--- config.mk ---
export PLATFORM = sky130hd
export DESIGN_NAME = jtcps1_gfx_arb
export DESIGN_NICKNAME = d
export VERILOG_FILES = /design/src/rtl/jtcps1_gfx_arb.sv
export SDC_FILE = /design/constraint.sdc
export NUM_CORES = 1
export LEC_CHECK = 0
export ABC_AREA = 1
export CAP_MARGIN = 0
export CORE_ASPECT_RATIO = 1.1
export CORE_MARGIN = 2
export CORE_UTILIZATION = 35
export DETAILED_ROUTE_END_ITERATION = 10
export GPL_TIMING_DRIVEN = 0
export HOLD_SLACK_MARGIN = 0.06
export PLACE_DENSITY = 0.62
export SLEW_MARGIN = 10
export SYNTH_ARGS = -nofsm -noshare
export SYNTH_HDL_FRONTEND = slang
export SYNTH_SLANG_ARGS = --single-unit
--- constraint.sdc ---
create_clock -name clk -period 1.59 [get_ports clk]
set_input_delay 0.477 -clock clk [delete_from_list [all_inputs] [get_ports clk]]
set_output_delay 0.477 -clock clk [all_outputs]
set_load 0.01 [all_outputs]
--- src/rtl/jtcps1_gfx_arb.sv ---
// Graphics ROM read-port arbiter: shares one SDRAM slot between obj (rom0) and scroll (rom1).
// Optional macro JTCPS1_GFXARB_PRIO_EN: fixed priority, obj always wins a tie.
module jtcps1_gfx_arb #(
    parameter int AW        = 20,
    parameter int DW        = 32,
    parameter bit OBJ_FIRST = 1'b1
)(
    input  logic          clk,
    input  logic          rst,
    input  logic          rom0_cs,
    input  logic [AW-1:0] rom0_addr,
    input  logic          rom0_half,
    output logic [DW-1:0] rom0_data,
    output logic          rom0_ok,
    input  logic          rom1_cs,
    input  logic [AW-1:0] rom1_addr,
    input  logic          rom1_half,
    output logic [DW-1:0] rom1_data,
    output logic          rom1_ok,
    output logic          mem_cs,
    output logic [AW:0]   mem_addr,
    input  logic [DW-1:0] mem_data,
    input  logic          mem_ok,
    output logic          busy
);

    typedef enum logic {IDLE, WAIT} state_t;

    state_t      state, state_nx;
    logic [AW:0] req0, req1;
    logic [AW:0] tag0, tag1;
    logic        tag0_v, tag1_v;
    logic        hit0, hit1;
    logic        pend0, pend1;
    logic        gnt_obj;
    logic        issue, pick_obj, done;

    assign req0  = {rom0_addr, rom0_half};
    assign req1  = {rom1_addr, rom1_half};
    assign hit0  = tag0_v && (tag0 == req0);
    assign hit1  = tag1_v && (tag1 == req1);
    assign pend0 = rom0_cs && !hit0;
    assign pend1 = rom1_cs && !hit1;

    assign rom0_ok = rom0_cs && hit0;
    assign rom1_ok = rom1_cs && hit1;
    assign busy    = (state != IDLE);

`ifndef JTCPS1_GFXARB_PRIO_EN
    logic last_obj;

    // round-robin memory: set when obj was the last requester served
    always_ff @(posedge clk) begin
        if (rst)       last_obj <= !OBJ_FIRST;
        else if (done) last_obj <= gnt_obj;
    end
`endif

    // state register
    always_ff @(posedge clk) begin
        if (rst) state <= IDLE;
        else     state <= state_nx;
    end

    // next state and grant decision
    always_comb begin
        state_nx = state;
        issue    = 1'b0;
        pick_obj = 1'b0;
        done     = 1'b0;
        case (state)
            IDLE: begin
                if (pend0 || pend1) begin
                    issue    = 1'b1;
                    state_nx = WAIT;
                    if (pend0 && pend1) begin
`ifdef JTCPS1_GFXARB_PRIO_EN
                        pick_obj = 1'b1;
`else
                        pick_obj = !last_obj;
`endif
                    end else begin
                        pick_obj = pend0;
                    end
                end
            end
            WAIT: begin
                if (mem_ok) begin
                    done     = 1'b1;
                    state_nx = IDLE;
                end
            end
            default: state_nx = IDLE;
        endcase
    end

    // memory request, per-requester data and tag capture
    always_ff @(posedge clk) begin
        if (rst) begin
            mem_cs    <= 1'b0;
            mem_addr  <= '0;
            gnt_obj   <= 1'b0;
            rom0_data <= '0;
            rom1_data <= '0;
            tag0      <= '0;
            tag1      <= '0;
            tag0_v    <= 1'b0;
            tag1_v    <= 1'b0;
        end else begin
            if (issue) begin
                mem_cs   <= 1'b1;
                mem_addr <= pick_obj ? req0 : req1;
                gnt_obj  <= pick_obj;
            end
            if (done) begin
                mem_cs <= 1'b0;
                if (gnt_obj) begin
                    rom0_data <= mem_data;
                    tag0      <= mem_addr;
                    tag0_v    <= 1'b1;
                end else begin
                    rom1_data <= mem_data;
                    tag1      <= mem_addr;
                    tag1_v    <= 1'b1;
                end
            end
        end
    end

endmodule

==> metrics.md <==
| Metric | Value |
|---|---|
| Status | `finished with violations` |
| Final Hold Vio Count | `0` |
| Main combinational cell family by area after synthesis | `simple AND/OR/NAND/NOR gates` |
| Post-Synth Adder-Cell Area | `0%` |
| I/O pin count | `168` |
| Mux cell area share after synthesis | `0%` |
| Port buffer count | `167` |
| Power Dens Cells | `1020 nW/µm²` |
| Chip Width | `127 µm` |
| Worst Max-Slew Pin Slew | `0.652 ns` |
| Chip height | `140 µm` |
| Slowest-stage cell, CP | `dfxtp_2` |
| Final period utilization | `131%` |
| Pin count of the biggest net entering global routing | `17` |
| Std cell rows | `49` |
| Tot GR Track Use | `23.0%` |
| Min-delay worst type | `reg2reg` |
| WL/cell | `15.8 µm` |
| Netlist cell types | `23` |
| DRT antenna net count | `0` |
| Critical-path cell list | `inv_1 > nand2_2 > nand2_1 > nor2_1 > nand2_1 > nor2_2 > nand3_2 > nor2_2 > buf_2` |
| Worst ir drop on vdd | `0.762 mV` |
| DR iter-0 viols | `453` |
| Final WL | `20000 µm` |
| Final Instance Count excl. Fillers | `1264` |
| Vias per cell | `4.78` |
| Setup crit end kind | `output port` |
| Critical path peak fanout | `2` |
| Antenna violations before repair | `0` |
| Crit-path leading delay family | `simple AND/OR/NAND/NOR gates` |
| Leakage power | `4.21 nW` |
| Cells after synthesis | `843` |
| Final slew viol count | `0` |
| Clock skew | `0.00900 ns` |
| Hold WS | `0.454 ns` |
| Most frequent cells in the layout | `155 x nand2_1, 112 x dlygate4sd2_1, 109 x dfxtp_1` |
| Final setup violation count | `25` |
| Overflow after GRT | `0` |
| Clk root buf | `clkbuf_16` |
| Post-Synth XOR/XNOR Area | `0.448%` |
| Share of the synthesized area in the top cell type | `45.4%` |
| Sequential area share after synthesis | `45.4%` |
| Post-route DRC | `0` |
| Failing checks | `negative setup slack` |
| Share of layout cells above drive strength 1 | `18.7%` |
| Mapped Avg Cell Area | `6.96 µm²` |
| Layout area overhead | `50.6%` |
| Max incr delay on CP | `0.32 ns` |
| Nets | `1126` |
| Clk Latency, worst-skew pair | `0.42 ns` |
| CTS sink count | `133` |
| Placer Congestion | `0.844` |
| Leading cell type in the layout, fill and taps excluded | `nand2_1` |
| WP buf/inv | `2` |
| Syn_nets | `922` |
| Post-synthesis simple-gate area fraction | `27.5%` |
| MaxCap Viol Count | `0` |
| Critical path arrival | `1.60 ns` |
| Drt first pass iters | `5` |
| Vias in the first global route | `5987` |
| Cts bufs inserted | `17` |
| Dominant cell type by area after synthesis | `dfxtp_1` |
| CP Class | `reg2out` |
| Clock-pin slew on the worst setup and hold paths | `0.06 ns` |
| Final WS setup | `-0.489 ns` |
| CTS Buffer Depth | `2` |
| Post-Place Cells | `1214` |
| Compound-Gate Fraction of Synth Area | `15.8%` |
| Yosys warnings | `0` |
| Ranking of synthesized cells by area | `dfxtp_1 45%, nand2_1 11%, a21oi_1 8.3%` |
| CTS H-tree depth | `4` |
| CP required | `1.11 ns` |
| Detailed Place HPWL | `14500 µm` |
| Via Count | `6047` |
| R2R Setup Slk | `-0.36 ns` |
| Startpoint Class | `flip-flop` |
| Flops & latches, synth | `133` |
| Die Footprint | `17800 µm²` |
| Min Tclk post-route | `2.08 ns` |
| Fmax achieved | `481 MHz` |
| Total Power | `9.04 mW` |
| RSZ-0062 raised after global routing | `true` |
| Initial core utilization | `35.8%` |
| Placeable Area | `16400 µm²` |
| N_diodes | `0` |
| First-pass GRT wire length | `31700 µm` |
| Fillers | `1597` |
| Slew HR | `56.6%` |
| Syn Std Cell Area | `5870 µm²` |
| CTS tree | `yes` |
-- repair_timing --
item / 4_1_cts / 5_1_grt
setup buffers: 15 / 1
gates cloned: 4 / 0
pin swaps: 53 / 18
gates resized for setup: 259 / 57
hold buffers: 0 / 0
setup endpoints to repair: 222 / 139
-- sequential cells by signal, summed over array words and instances (netlist names) --
register   count
busy           1
tag0_v         1
rom1_data     32
tag1          21
last_obj       1
mem_cs         1
gnt_obj        1
tag0          21
rom0_data     32
mem_addr      21
tag1_v         1
-- logic make-up (layout without fill, tap and decap cells) --
| group | after synthesis | after routing |
|---|---|---|
| and+or+nand+nor | 365 | 365 |
| xor gates and xnor gates | 3 | 3 |
| DFF | 133 | 133 |
| AOI/OAI and AO/OA | 184 | 184 |
| buffers and inverters | 158 | 375 |
-- per-stage QoR --
| stage | instance area [µm²] | worst slack (ns) | utilization, % | TNS [ns] |
|---|---|---|---|---|
| 2_1_floorplan | 5880 | -0.00689 | - | -0.0191 |
| 3_3_place_gp | 7810 | -1.25 | 47.7 | -94.45 |
| 3_5_place_dp | 7810 | -1.26 | 47.7 | -94.14 |
| 4_1_cts | 8760 | -0.494 | 53.5 | -8.78 |
| 5_1_grt | 8830 | -0.596 | 54.0 | -11.59 |
| 6_report | 8830 | -0.489 | 54.0 | -8.06 |
-- Yosys cell counts, drive strengths merged --
cell and instances:
a21oi 97, buf 21, clkbuf 29, dfxtp 133
inv 108, nand2 175, nand3 78, nor2 108
o211ai 1, o21ai 85, o21bai 1, or2 4
xor2 3
-- worst min-delay path: cells and delay by family (launching register included) --
kind | cells | cell delay [ns]
AO/OA/AOI/OAI | 1 | 0.05
AND/OR/NAND/NOR | 1 | 0.06
flip-flops | 1 | 0.30
-- report_power, final --
part / internal, mW / switching, mW
logic: 0.681 / 0.824
registers: 3.53 / 0.118
clock network: 2.38 / 1.50
total: 6.59 / 2.45
-- per-layer routing --
metal  share of wire (%)  wire [µm]  track usage [%]
met1                  42       8380             28.0
met2                  47       9340             37.0
met3                 9.5       1900             8.30
met4                 2.0        401             8.79
met5                   0          0                0
-- worst paths after layout --
check | cells after the start | end | from
worst max-delay path | 9 | rom0_ok | tag0[0]
worst min-delay path | 2 | rom0_data[26] | rom0_data[26]
worst max register to register | 18 | mem_addr[3] | tag1[19]
worst min register to register | 2 | rom0_data[26] | rom0_data[26]
-- layout make-up --
class / instances / area (µm²) / area share [%]
Multi-Input combinational cell: 552 / 2730 / 30.9
Sequential cell: 133 / 2700 / 30.5
Timing Repair Buffer: 186 / 1810 / 20.5
Clock buffer: 20 / 457 / 5.17
Inverter: 108 / 418 / 4.73
Buffer: 49 / 339 / 3.84
Tap cell: 204 / 255 / 2.89
Clock inverter: 12 / 130 / 1.47
No activity file was read; power rests on OpenSTA's default activity.
